## src/rtl/accel_spi_if.sv

```systemverilog
// Command/status and SPI pin bundle for accel_spi_master.
// The irq/irq_ack pair exists only when ACCEL_SPI_IRQ_EN is defined.
interface accel_spi_if;
    logic        start;
    logic        rw;
    logic [7:0]  addr;
    logic [7:0]  wdata;
    logic [1:0]  nbytes_m1;
    logic        busy;
    logic        done;
    logic [31:0] rdata;
    logic        sclk;
    logic        mosi;
    logic        miso;
    logic        cs_n;
`ifdef ACCEL_SPI_IRQ_EN
    logic        irq;
    logic        irq_ack;

    modport master (
        input  start, rw, addr, wdata, nbytes_m1, miso, irq_ack,
        output busy, done, rdata, sclk, mosi, cs_n, irq
    );
    modport slave (
        output start, rw, addr, wdata, nbytes_m1, miso, irq_ack,
        input  busy, done, rdata, sclk, mosi, cs_n, irq
    );
`else
    modport master (
        input  start, rw, addr, wdata, nbytes_m1, miso,
        output busy, done, rdata, sclk, mosi, cs_n
    );
    modport slave (
        output start, rw, addr, wdata, nbytes_m1, miso,
        input  busy, done, rdata, sclk, mosi, cs_n
    );
`endif
endinterface

```

## src/rtl/accel_spi_master.sv

```systemverilog
// SPI mode-0 master for accelerometer register read bursts (0x0B) and writes (0x0A).
// Optional sticky completion interrupt: define ACCEL_SPI_IRQ_EN.
module accel_spi_master #(
    parameter int CLK_DIV = 4
) (
    input  logic        clk,
    input  logic        reset,
    accel_spi_if.master bus
);

    typedef enum logic [2:0] {
        ST_IDLE,
        ST_SETUP,
        ST_SHIFT,
        ST_HOLD,
        ST_GAP
    } state_t;

    localparam logic [7:0] DIV_LAST = 8'(CLK_DIV - 1);
    localparam logic [7:0] CMD_RD   = 8'h0B;
    localparam logic [7:0] CMD_WR   = 8'h0A;

    state_t      state_r;
    state_t      state_s;
    logic [7:0]  div_cnt_r;
    logic [5:0]  edge_cnt_r;
    logic [5:0]  edge_total_r;
    logic        rd_r;
    logic [23:0] sh_r;
    logic        sclk_r;
    logic        mosi_r;
    logic        cs_n_r;
    logic        busy_r;
    logic        done_r;
    logic [31:0] rdata_r;

    logic        cnt_last_s;
    logic        accept_s;
    logic        rise_s;
    logic        fall_s;
    logic        finish_s;
    logic        gap_end_s;
    logic        capture_s;
    logic [5:0]  edge_next_s;
    logic [4:0]  bit_idx_s;

    assign cnt_last_s  = (div_cnt_r == DIV_LAST);
    assign edge_next_s = edge_cnt_r + 6'd1;
    // Read data bit j arrives on rising edge 18+j; j maps to byte j/8, MSB first.
    assign bit_idx_s   = 5'(edge_next_s - 6'd18);
    assign capture_s   = rd_r && (edge_next_s >= 6'd18) && (edge_next_s <= edge_total_r);

    // FSM state register
    always_ff @(posedge clk) begin
        if (reset) begin
            state_r <= ST_IDLE;
        end else begin
            state_r <= state_s;
        end
    end

    // Next-state decode and per-cycle datapath strobes
    always_comb begin
        state_s   = state_r;
        accept_s  = 1'b0;
        rise_s    = 1'b0;
        fall_s    = 1'b0;
        finish_s  = 1'b0;
        gap_end_s = 1'b0;
        case (state_r)
            ST_IDLE: begin
                if (bus.start) begin
                    accept_s = 1'b1;
                    state_s  = ST_SETUP;
                end else begin
                    state_s  = ST_IDLE;
                end
            end
            ST_SETUP: begin
                if (cnt_last_s) begin
                    rise_s  = 1'b1;
                    state_s = ST_SHIFT;
                end else begin
                    state_s = ST_SETUP;
                end
            end
            ST_SHIFT: begin
                if (!cnt_last_s) begin
                    state_s = ST_SHIFT;
                end else if (sclk_r) begin
                    fall_s  = 1'b1;
                end else if (edge_cnt_r == edge_total_r) begin
                    state_s = ST_HOLD;
                end else begin
                    rise_s  = 1'b1;
                end
            end
            ST_HOLD: begin
                if (cnt_last_s) begin
                    finish_s = 1'b1;
                    state_s  = ST_GAP;
                end else begin
                    state_s  = ST_HOLD;
                end
            end
            ST_GAP: begin
                if (cnt_last_s) begin
                    gap_end_s = 1'b1;
                    state_s   = ST_IDLE;
                end else begin
                    state_s   = ST_GAP;
                end
            end
            default: begin
                state_s = ST_IDLE;
            end
        endcase
    end

    // Datapath: dividers, shift word, SPI pins, read capture and status
    always_ff @(posedge clk) begin
        if (reset) begin
            div_cnt_r    <= 8'd0;
            edge_cnt_r   <= 6'd0;
            edge_total_r <= 6'd0;
            rd_r         <= 1'b0;
            sh_r         <= 24'd0;
            sclk_r       <= 1'b0;
            mosi_r       <= 1'b0;
            cs_n_r       <= 1'b1;
            busy_r       <= 1'b0;
            done_r       <= 1'b0;
            rdata_r      <= 32'd0;
        end else begin
            done_r <= finish_s;

            if (accept_s) begin
                div_cnt_r  <= 8'd0;
                edge_cnt_r <= 6'd0;
                rd_r       <= bus.rw;
                rdata_r    <= 32'd0;
                cs_n_r     <= 1'b0;
                busy_r     <= 1'b1;
                // Reads carry no data byte; the slot after the address shifts zeros.
                if (bus.rw) begin
                    sh_r         <= {CMD_RD, bus.addr, 8'h00};
                    mosi_r       <= CMD_RD[7];
                    edge_total_r <= 6'd25 + {1'b0, bus.nbytes_m1, 3'b000};
                end else begin
                    sh_r         <= {CMD_WR, bus.addr, bus.wdata};
                    mosi_r       <= CMD_WR[7];
                    edge_total_r <= 6'd24;
                end
            end else if (state_r != ST_IDLE) begin
                div_cnt_r <= cnt_last_s ? 8'd0 : div_cnt_r + 8'd1;
            end

            if (rise_s) begin
                sclk_r     <= 1'b1;
                edge_cnt_r <= edge_next_s;
                if (capture_s) begin
                    rdata_r[bit_idx_s ^ 5'b00111] <= bus.miso;
                end
            end

            if (fall_s) begin
                sclk_r <= 1'b0;
                mosi_r <= sh_r[22];
                sh_r   <= {sh_r[22:0], 1'b0};
            end

            if (finish_s) begin
                cs_n_r <= 1'b1;
            end

            if (gap_end_s) begin
                busy_r <= 1'b0;
            end
        end
    end

    assign bus.sclk  = sclk_r;
    assign bus.mosi  = mosi_r;
    assign bus.cs_n  = cs_n_r;
    assign bus.busy  = busy_r;
    assign bus.done  = done_r;
    assign bus.rdata = rdata_r;

`ifdef ACCEL_SPI_IRQ_EN
    logic irq_r;

    // Sticky interrupt; a new completion beats a simultaneous acknowledge
    always_ff @(posedge clk) begin
        if (reset) begin
            irq_r <= 1'b0;
        end else if (finish_s) begin
            irq_r <= 1'b1;
        end else if (bus.irq_ack && !done_r) begin
            irq_r <= 1'b0;
        end
    end

    assign bus.irq = irq_r;
`endif

endmodule

```

## src/flat_wrapper.sv

```systemverilog
// flat-port wrapper written by rule: the top's interface ports become plain ports
module accel_spi_master_flat 
#(
    parameter int CLK_DIV = 4
)
  (clk, reset, bus_start, bus_rw, bus_addr, bus_wdata, bus_nbytes_m1, bus_miso, bus_busy, bus_done, bus_rdata, bus_sclk, bus_mosi, bus_cs_n);
  accel_spi_if bus_i ();
  input  logic clk;
  input  logic reset;
  input wire logic [$bits(bus_i.start)-1:0] bus_start;
  input wire logic [$bits(bus_i.rw)-1:0] bus_rw;
  input wire logic [$bits(bus_i.addr)-1:0] bus_addr;
  input wire logic [$bits(bus_i.wdata)-1:0] bus_wdata;
  input wire logic [$bits(bus_i.nbytes_m1)-1:0] bus_nbytes_m1;
  input wire logic [$bits(bus_i.miso)-1:0] bus_miso;
  output wire logic [$bits(bus_i.busy)-1:0] bus_busy;
  output wire logic [$bits(bus_i.done)-1:0] bus_done;
  output wire logic [$bits(bus_i.rdata)-1:0] bus_rdata;
  output wire logic [$bits(bus_i.sclk)-1:0] bus_sclk;
  output wire logic [$bits(bus_i.mosi)-1:0] bus_mosi;
  output wire logic [$bits(bus_i.cs_n)-1:0] bus_cs_n;
  assign bus_i.start = bus_start;
  assign bus_i.rw = bus_rw;
  assign bus_i.addr = bus_addr;
  assign bus_i.wdata = bus_wdata;
  assign bus_i.nbytes_m1 = bus_nbytes_m1;
  assign bus_i.miso = bus_miso;
  assign bus_busy = bus_i.busy;
  assign bus_done = bus_i.done;
  assign bus_rdata = bus_i.rdata;
  assign bus_sclk = bus_i.sclk;
  assign bus_mosi = bus_i.mosi;
  assign bus_cs_n = bus_i.cs_n;
  accel_spi_master #(.CLK_DIV(CLK_DIV)) u_core (.clk(clk), .reset(reset), .bus(bus_i));
endmodule
```

## config.mk

```make
export PLATFORM = sky130hd
export DESIGN_NAME = accel_spi_master_flat
export DESIGN_NICKNAME = d
export VERILOG_FILES = /design/src/rtl/accel_spi_if.sv /design/src/rtl/accel_spi_master.sv /design/src/flat_wrapper.sv
export SDC_FILE = /design/constraint.sdc
export NUM_CORES = 1
export LEC_CHECK = 0
export CORE_ASPECT_RATIO = 0.7
export CORE_MARGIN = 2
export CORE_UTILIZATION = 55
export DETAILED_ROUTE_END_ITERATION = 8
export GPL_ROUTABILITY_DRIVEN = 0
export PLACE_DENSITY = 0.81
export SYNTH_ARGS = -nofsm -noshare
export SYNTH_HDL_FRONTEND = slang
export SYNTH_SLANG_ARGS = --single-unit
export TNS_END_PERCENT = 10
```

## constraint.sdc

```tcl
create_clock -name clk -period 6.5 [get_ports clk]
set_input_delay 1.625 -clock clk [delete_from_list [all_inputs] [get_ports clk]]
set_output_delay 1.625 -clock clk [all_outputs]
set_load 0.02 [all_outputs]
```

## Yosys cells after proc, flatten, opt, wreduce, memory -nomap -nowiden

Index checks and enable logic that the tools add are counted.

| operators by class | value |
|---|---|
| add/subtract/negate cells | 4 |
| order comparisons | 4 |
| equal/unequal tests | 8 |
| muxes and demuxes | 36 |
| bitwise gates (word level) | 1 |
| reductions and logical operators | 12 |

Operators with widths:

| kind | number |
|---|---|
| two-way mux 32 bit | 4 |
| two-way mux 23 bit | 2 |
| bitwise mux 32 bit | 1 |
| two-way mux 6 bit | 3 |
| two-way mux 17 bit | 1 |
| two-way mux 1 bit | 15 |
| two-way mux 3 bit | 5 |
| one-hot mux 3 bit (5 select lines) | 1 |
| adder 8 x 1 -> 8 bit (second input constant) | 1 |
| equality test 8 x 2 -> 1 bit (second input constant) | 1 |
| two-way mux 8 bit | 1 |
| OR reduction 2 bit | 4 |
| adder 5 x 5 -> 6 bit (first input constant) | 1 |
| adder 6 x 1 -> 6 bit (second input constant) | 1 |
| equality test 3 x 2 -> 1 bit (second input constant) | 2 |
| equality test 6 bit | 1 |
| >= comparator 6 x 5 -> 1 bit (second input constant) | 1 |
| less-or-equal comparator 6 bit | 1 |
| < comparator 5 x 6 -> 1 bit (second input constant) | 1 |
| inequality test 3 bit (second input constant) | 2 |
| demux 1 bit (select 5 bit) | 1 |
| >= comparator 5 x 1 -> 1 bit (second input constant) | 1 |
| subtractor 5 bit (second input constant) | 1 |
| nonzero test 2 bit | 2 |
| 9 further kinds | 11 |

| word-level totals | value |
|---|---|
| register bits after elaboration | 84 |
| input bits | 23 |
| output and inout bits | 37 |
| logic and storage cells | 78 |

## Longest topological paths before layout

Gate-level depths: netlist of the first run.

| depth | value |
|---|---|
| depth after elaboration | 10 |
| mapped depth | 12 |
| gate-level depth less buffers | 10 |

## Worst setup path before layout of the first run

No wires, ideal clock.

| timing path | value |
|---|---|
| path type | reg-to-reg |
| from | register u_core.edge_cnt_r[3] |
| to | register u_core.rdata_r[6] (netlist: u_core.bus.rdata[6]) |
| setup time | 0.132 ns |
| arrival time | 2.782 ns |
| required time | 6.368 ns |
| setup slack | 3.585 ns |
| stages on the path, launching flop included | 13 |
| period minus slack after synthesis | 2.915 ns |
| path through | dfxtp_1 > clkbuf_2 > and4_1 > nand2_1 > xor2_1 > inv_1 > ha_1 > nand2_1 > a221o_1 > a211oi_2 > buf_2 > o2111ai_1 > mux2i_1 |

| on the way | value |
|---|---|
| longest elaborated chain between the ends | 9 |
| elaborated cells between the ends (all ways) | 19 |

RTL lines:

| item | RTL line | source |
|---|---|---|
| from (decl) | accel_spi_master.sv:26 | `logic [5:0] edge_cnt_r;` |
| from (signal assigned) | accel_spi_master.sv:160 | `edge_cnt_r <= edge_next_s;` |
| adder 6 x 1 -> 6 bit | accel_spi_master.sv:48 | `assign edge_next_s = edge_cnt_r + 6'd1;` |
| subtractor 5 bit | accel_spi_master.sv:50 | `assign bit_idx_s = 5'(edge_next_s - 6'd18);` |
| < comparator 5 x 6 -> 1 bit (implied by the code) or >= comparator 5 x 1 -> 1 bit (tied branches) | accel_spi_master.sv:162 | `rdata_r[bit_idx_s ^ 5'b00111] <= bus.miso;` |
| logical AND 1 bit (implied by the code) | accel_spi_master.sv:162 |  |
| two-way mux 1 bit (implied by the code) | accel_spi_master.sv:162 |  |
| demux 1 bit (select 5 bit) | n/a |  |
| bitwise mux 32 bit | accel_spi_master.sv:162 |  |
| two-way mux 32 bit | accel_spi_master.sv:161 | `if (capture_s) begin` |
| two-way mux 32 bit * | accel_spi_master.sv:158 | `if (rise_s) begin` |
| to (signal, indexed assignment) | accel_spi_master.sv:162 |  |
| to (decl) | accel_spi_master.sv:35 | `logic [31:0] rdata_r;` |

Mark *: on every way between the ends. The rest lies on a longest branch, timed or not.
A chain may end at the register's enable or synchronous reset.

## Worst setup path in the final report of the first run

| timing path | value |
|---|---|
| from | register u_core.edge_cnt_r[0] |
| to | register u_core.rdata_r[9] (netlist: u_core.bus.rdata[9]) |

| on the way | value |
|---|---|
| longest elaborated chain between the ends | 10 |
| elaborated cells between the ends (all ways) | 20 |

RTL lines:

| item | RTL line |
|---|---|
| adder 6 x 1 -> 6 bit | accel_spi_master.sv:48 |
| subtractor 5 bit | accel_spi_master.sv:50 |
| NOT 3 bit (no line) | n/a |
| < comparator 5 x 6 -> 1 bit (implied by the code) or >= comparator 5 x 1 -> 1 bit (tied branches) | accel_spi_master.sv:162 |
| logical AND 1 bit (implied by the code) | accel_spi_master.sv:162 |
| two-way mux 1 bit (implied by the code) | accel_spi_master.sv:162 |
| demux 1 bit (select 5 bit) | n/a |
| bitwise mux 32 bit | accel_spi_master.sv:162 |
| two-way mux 32 bit | accel_spi_master.sv:161 |
| two-way mux 32 bit * | accel_spi_master.sv:158 |

Marked as above.

==> results of run 1 <==
==> through the flow <==
step / power [uW] / hold slack [ns]
2_1_floorplan: 573 / 0.433
3_3_place_gp: 597 / 0.443
3_5_place_dp: 600 / 0.451
4_1_cts: 960 / 0.445
5_1_grt: 989 / 0.484
6_report: 952 / 0.453
==> routing by layer <==
layer	share of wire	GRT usage
met1	0.50	0.335
met2	0.44	0.357
met3	0.056	0.0616
met4	0.0096	0.0753
met5	0	0
==> power groups by stage <==
stage | Combinational (uW) | Sequential [uW] | Clock, uW
finish | 74.4 | 514 | 363
floorplan | 48.7 | 524 | 0
CTS | 74.2 | 514 | 371
global route | 82.3 | 516 | 391
global placement | 71.6 | 525 | 0
detailed placement | 74.2 | 526 | 0
==> cells in the mapped netlist (7+ instances only) <==
master / count
dfxtp_1: 81
nand2_1: 70
a21oi_1: 35
nor2_1: 35
mux2i_1: 32
o2111ai_1: 28
clkbuf_1: 22
a22oi_1: 15
nand3_1: 13
nor3_1: 12
xor2_1: 10
buf_2: 9
ha_1: 9
inv_1: 9
and2_1: 8
xnor2_1: 7
==> cell type report <==
class | count | area (um^2) | area share
inverters | 9 | 33.8 | 0.00700
clock buffers | 9 | 124 | 0.0257
flip-flops and latches | 81 | 1620 | 0.336
multi-input cells | 340 | 2240 | 0.465
well taps | 98 | 123 | 0.0254
repair buffers | 62 | 613 | 0.127
clock inverters | 7 | 67.6 | 0.0140
==> registers in the layout, summed over array words and instances, names as in the netlist <==
name,count
u_core.bus.mosi,1
u_core.state_r,3
u_core.edge_total_r,4
u_core.bus.sclk,1
u_core.bus.busy,1
u_core.bus.done,1
u_core.bus.rdata,32
u_core.div_cnt_r,8
u_core.sh_r,23
u_core.bus.cs_n,1
u_core.edge_cnt_r,6
==> kinds of logic (layout without fill, tap and decap cells) <==
| logic type | count (synthesis) | after routing |
|---|---|---|
| buffers and inverters | 48 | 87 |
| AO/OA/AOI/OAI | 115 | 115 |
| flip-flops | 81 | 81 |
| XOR/XNOR | 18 | 18 |
| adder cells (fa/ha/maj) | 9 | 9 |
| multiplexers | 32 | 32 |
| AND/OR/NAND/NOR | 166 | 166 |
==> tightest hold or removal path: cells and delay by family (launching register included) <==
kind	cells	cell delay, ns
AOI/OAI and AO/OA	1	0.05
and+or+nand+nor	1	0.05
DFF	1	0.32
==> worst paths after layout <==
check / slack [ns] / endpoint / cells after the start
min reg2reg: 0.45 / u_core.sh_r[20] / 2
min: 0.45 / u_core.sh_r[20] / 2
max reg2reg: 2.82 / u_core.bus.rdata[9] / 10
max: 2.82 / u_core.bus.rdata[9] / 10
==> impl_results.md, run 1 <==
- Via count: 3562
- H-tree depth: 3
- Buf/Inv on CP: 1
- Min cycle time layout: 3.68 ns
- Peak Freq: about 270 MHz
- Ranking of synthesized cells by area: dfxtp_1 40%, mux2i_1 7.9%, nand2_1 6.4%, o2111ai_1 6.0%, a21oi_1 4.3%
- CTS tree: done
- Leading area contributor after synthesis: dfxtp_1
- Slack of the critical path: roughly 2.8 ns
- WP data required: roughly 6.7 ns
- Min-Delay Path Class: reg2reg
- Placed cell area: roughly 4600 um^2
- Starting DRT DRC Count: about 170
- Cell Chain, Critical Path: and4_1 -> nand2_1 -> xor2_1 -> inv_1 -> ha_1 -> nand2_1 -> a221o_1 -> a211oi_2 -> o2111ai_1 -> mux2i_1
- Cts bufs inserted: 9
- Number of global-route vias before repair: about 3400
- DRC: 0
- Post-Layout Cell Count: 606
- Power Density: roughly 200 nW/um^2
- Crit path max fanout: 16
- Critical path's top delay family: compound AO/OA/AOI/OAI gates
- Crit-path slowest cell: a211oi_2
- Sequential share of the synthesized area: 0.398
- Final Util: 0.665
- First-pass GRT wire length: 15800 um
- Max-Cap Viols: 0
- Sw Pwr: between 200 and 300 uW
- Vias per cell: ~6
- Final Cycle Share: 0.567
- HP Start: u_core.sh_r[19]
- Leading cell type in the layout, fill and taps excluded: dfxtp_1
- Slew @ Worst Pin: 1.14 ns
- Simple-Gate Fraction of Synth Area: 0.193
- CTS Hold Bufs: 0
- Routed wire length: around 9100 um
- Yosys reg bits: roughly 80
- Sequential share of power: 0.540
- Setup CP Type: reg2reg
- DP HPWL: between 6000 and 7000 um
- Layout Nets: 535
- Top-area cell type share of the netlist area: 0.398
- Status: complete, no violations
- Final Skew: approximately 0.012 ns
- Clock Tree Root: clkbuf_8
- DR pass1 iterations: 5
- N_diodes: 0
- Internal power: 687 uW
- EDFF count, synth: 0
- Slew HR: 0.241
- DRT antenna net count: 0
- Initial Util: 0.562
- XOR/XNOR share of the synthesized area: 0.0405
- Area Growth Syn to Fin: 18.4%
- Adder-cell share of the synthesized area: 0.0276
- Worst setup path start: u_core.edge_cnt_r[0]
- Final max-slew violation count: 0
- CP max stage delay: 0.84 ns
- I/O Pins: 60
- CP Capture Type: flop
- Later-pin clock latency in the skew report: approximately 0.36 ns
- Die area: just over 8000 um^2
- Initial antenna violation count: 0
- Core Box Area: 7250 um^2
- Synth Cell Area: 4080 um^2
- Most Frequent Cell on Critical Path: nand2_1
- Gr usage total: 0.238
- VDD IR max: roughly 0.12 mV
- Startpoint Class: flop
- Comb pwr share: 0.078
- Layout cell share with drive strength beyond 1: 0.0610
- Synth unique cells: 54
- Max Root-Sink Buffers: 2
- Top_reg_cell synth: dfxtp_1
- Pin count of the biggest net entering global routing: 33
- Mean post-synth cell area: between 8 and 9 um^2
- RSZ-0062 raised after global routing: false
- Clock group share of total power: 0.381
- Post-synthesis mux area share: 0.0786
- Switching part of the total: 0.278
- Final Hold Viols: 0
- DIE WIDTH: 107 um
- Asr flop ratio synth: 0
- Filler Cell Count: about 610
- Post-CTS Setup Bufs: 0
- Global-route congestion overflow total: 0
- Main combinational cell family by area after synthesis: compound AO/OA/AOI/OAI gates
- Setup violations, final: 0
- Leak: between 0.0015 and 0.002 uW
- Most frequent cells in the layout: 81 x dfxtp_1, 70 x nand2_1, 59 x clkdlybuf4s50_1, 35 x a21oi_1, 34 x nor2_1
- Finished Cell Area: 4830 um^2
- Placed cell count: 590
- Reg-to-reg startpoint: u_core.edge_cnt_r[0]
- Setup_tns: 0 ns
- Port bufs: 59
- # clock sinks: 81
- DP Worst Slack: ~2.6 ns
- Crit path DAT: roughly 3.9 ns
- DIE HEIGHT: 76.0 um
- Clk slew on worst S/H paths: 0.10 ns
- Post-synthesis cell count: between 400 and 500
- Cell Rows: 26
- PostCTS Resize Cnt: 0
- Synth Area in Compound Gates: 0.210
- Yosys warnings: 0
- Mapped Nets: 501
- WL/cell: 15.1 um
Note: power is estimated with default switching activity, not from simulation.
==> run 2: changes to the inputs <==
--- a/config.mk
+++ b/config.mk
@@ -7,10 +7,10 @@
 export LEC_CHECK = 0
 export CORE_ASPECT_RATIO = 0.7
 export CORE_MARGIN = 2
-export CORE_UTILIZATION = 55
+export CORE_UTILIZATION = 49
 export DETAILED_ROUTE_END_ITERATION = 8
 export GPL_ROUTABILITY_DRIVEN = 0
-export PLACE_DENSITY = 0.81
+export PLACE_DENSITY = 0.76
 export SYNTH_ARGS = -nofsm -noshare
 export SYNTH_HDL_FRONTEND = slang
 export SYNTH_SLANG_ARGS = --single-unit
==> constraint.sdc (replaced) <==
create_clock -name clk -period 3.23 [get_ports clk]
set_input_delay 0.8075 -clock clk [delete_from_list [all_inputs] [get_ports clk]]
set_output_delay 0.8075 -clock clk [all_outputs]
set_load 0.02 [all_outputs]
==> run 2 against run 1 <==
  * The run now ends with DRC left
  * Non-clock buffer count rose by 16
  * Cell area rose by 5.6%
  * Clock skew fell by 0.0069 ns
  * Die area rose by 12%
  * Sequential power rose by 100%
  * Combinational power rose by 120%
  * Setup slack got worse by 2.5 ns
  * Final cell count rose by 3.1%
  * Critical path type unchanged
  * Largest power group is now the clock network
==> impl_results.md, run 2 (synthesis results as in run 1) <==
- Cts bufs inserted: 9 (unchanged)
- M3 GR Usage: 0.0642 (was 0.0616)
- Starting DRT DRC Count: 189 (was 173)
- WHS Path Cells: 2 (unchanged)
- Port bufs: 59 (unchanged)
- Min-Delay Path Class: reg2reg (unchanged)
- CP Capture Type: flop (unchanged)
- Status: finished with violations (was complete, no violations)
- Critical path's top delay family: compound AO/OA/AOI/OAI gates (unchanged)
- DIE WIDTH: 113 um (was 107 um)
- Finished Cell Area: 5090 um^2 (was 4830 um^2)
- Global-route congestion overflow total: 0 (unchanged)
- Leading cell type in the layout, fill and taps excluded: dfxtp_1 (unchanged)
- Pin count of the biggest net entering global routing: 43 (was 33)
- R2R setup slack: 0.29 ns (was 2.82 ns)
- Cell Rows: 27 (was 26)
- N_diodes: 0 (unchanged)
- Final Skew: 0.00507 ns (was 0.0119 ns)
- Initial antenna violation count: 0 (unchanged)
- Clock Tree Root: clkbuf_16 (was clkbuf_8)
- Worst R2R End: u_core.bus.rdata[26] (was u_core.bus.rdata[9])
- Vias per cell: 5.77 (was 5.88)
- Initial Util: 0.511 (was 0.562)
- # clock sinks: 81 (unchanged)
- Hold slack final: 0.457 ns (was 0.453 ns)
- Area Growth Syn to Fin: 25.0% (was 18.4%)
- Cell Chain, Critical Path: buf_4 -> inv_1 -> ha_1 -> or4_1 -> o41ai_2 -> xnor2_1 -> a211oi_2 -> o2111ai_1 -> mux2i_1 (was and4_1 -> nand2_1 -> xor2_1 -> inv_1 -> ha_1 -> nand2_1 -> a221o_1 -> a211oi_2 -> o2111ai_1 -> mux2i_1)
- Core Box Area: 7970 um^2 (was 7250 um^2)
- Number of global-route vias before repair: 3457 (was 3367)
- CTS tree: done (unchanged)
- Layout cell share with drive strength beyond 1: 0.0897 (was 0.0610)
- Max Root-Sink Buffers: 2 (unchanged)
- Buf/Inv on CP: 2 (was 1)
- Layout Nets: 551 (was 535)
- Crit-path slowest cell: a211oi_2 (unchanged)
- GR Util met1: 0.304 (was 0.335)
- Setup CP Type: reg2reg (unchanged)
- DR pass1 iterations: 7 (was 5)
- Power Density: 454 nW/um^2 (was 197 nW/um^2)
- Die area: 9080 um^2 (was 8130 um^2)
- Setup_tns: 0 ns (unchanged)
- DP HPWL: 6700 um (was 6320 um)
- VDD IR max: 0.266 mV (was 0.125 mV)
- DRT antenna net count: 0 (unchanged)
- Slew HR: 0.396 (was 0.241)
- Clk slew on worst S/H paths: 0.06 ns (was 0.10 ns)
- Grt met2 use: 0.356 (was 0.357)
- WL/cell: 15.6 um (was 15.1 um)
- H-tree depth: 3 (unchanged)
- CP max stage delay: 0.53 ns (was 0.84 ns)
- Max-Cap Viols: 0 (unchanged)
- R2r worst-path depth: 9 (was 10)
- Final Cycle Share: 0.910 (was 0.567)
- Via count: 3607 (was 3562)
- Routed wire length: 9770 um (was 9130 um)
- WP data required: 3.43 ns (was 6.69 ns)
- Leak: 0.00193 uW (was 0.00179 uW)
- Worst Hold End: u_core.sh_r[7] (was u_core.sh_r[20])
- Peak Freq: 340 MHz (was 271 MHz)
- RSZ-0062 raised after global routing: false (unchanged)
- First-pass GRT wire length: 16500 um (was 15800 um)
- Final max-slew violation count: 0 (unchanged)
- DIE HEIGHT: 80.3 um (was 76.0 um)
- Most frequent cells in the layout: 81 x dfxtp_1, 70 x nand2_1, 59 x clkdlybuf4s50_1, 35 x a21oi_1, 34 x nor2_1 (unchanged)
- Later-pin clock latency in the skew report: 0.34 ns (was 0.36 ns)
- HP Start: u_core.sh_r[7] (was u_core.sh_r[19])
- Peak-usage layer in the global routing report: met2 (unchanged)
- I/O Pins: 60 (unchanged)
- Crit path DAT: 3.14 ns (was 3.87 ns)
- Final Hold Viols: 0 (unchanged)
- CTS Hold Bufs: 0 (unchanged)
- Failing checks: DRC
- Min cycle time layout: 2.94 ns (was 3.68 ns)
- Startpoint Class: flop (unchanged)
- Placed cell area: 4760 um^2 (was 4630 um^2)
- DRC: 2 (was 0)
- Max reg flops: 32 (unchanged)
- Gr usage total: 0.226 (was 0.238)
- Reg-to-reg startpoint: u_core.edge_cnt_r[0] (unchanged)
- Setup violations, final: 0 (unchanged)
- Slew @ Worst Pin: 0.903 ns (was 1.14 ns)
- Crit path max fanout: 11 (was 16)
run 2: worst reg2reg max path, stage by stage (launching register included):
cell and delay, ns:
dfxtp_1 0.32, buf_4 0.18, inv_1 0.08, ha_1 0.42
or4_1 0.47, o41ai_2 0.12, xnor2_1 0.23, a211oi_2 0.53
o2111ai_1 0.27, mux2i_1 0.18
run 2: worst max path at each step:
| stage | from | endpoint | cells past startpoint | slack [ns] |
|---|---|---|---|---|
| final | u_core.edge_cnt_r[0] | u_core.bus.rdata[26] | 9 | 0.29 |
| after global placement | u_core.edge_cnt_r[3] | u_core.bus.rdata[30] | 10 | 0.37 |
| after CTS | u_core.edge_cnt_r[3] | u_core.bus.rdata[26] | 10 | 0.21 |
| after global routing | u_core.edge_cnt_r[3] | u_core.bus.rdata[5] | 11 | 0.1 |
| after detailed placement | u_core.edge_cnt_r[3] | u_core.bus.rdata[17] | 10 | 0.27 |
| after floorplan | u_core.edge_cnt_r[3] | u_core.bus.rdata[6] | 12 | 0.32 |
run 2: per-stage QoR:
stage / cells / total power (uW) / worst slack (ns) / utilization
5_1_grt: 625 / 2390 / 0.0979 / 0.639
3_5_place_dp: 609 / 1220 / 0.275 / 0.597
6_report: 625 / 2310 / 0.291 / 0.639
4_1_cts: 625 / 2330 / 0.210 / 0.638
3_3_place_gp: 609 / 1210 / 0.366 / 0.597
2_1_floorplan: 469 / 1150 / 0.315 / -
run 2: final cells by class:
class	instances	area [um^2]
Timing Repair Buffer	78	733
Fill cell	681	2880
Sequential cell	81	1620
Clock inverter	6	90.1
Clock buffer	10	239
Multi-Input combinational cell	340	2250
Tap cell	101	126
Inverter	9	33.8
run 2: power by group:
| part | switching, uW | internal, uW |
|---|---|---|
| registers | 16.1 | 1020 |
| logic | 94.7 | 67.2 |
| clock network | 413 | 700 |
| total | 523 | 1790 |
run 2: timing repair:
action / CTS / global route
setup buffers: 0 / 0
endpoints found under the setup margin: 0 / 5
gates resized for setup: 0 / 1
run 2: layer usage:
layer,vias to the layer above,wire (um)
li1,1792,-
met1,1719,4880
met2,89,4310
met3,7,499
met4,0,78
met5,-,0
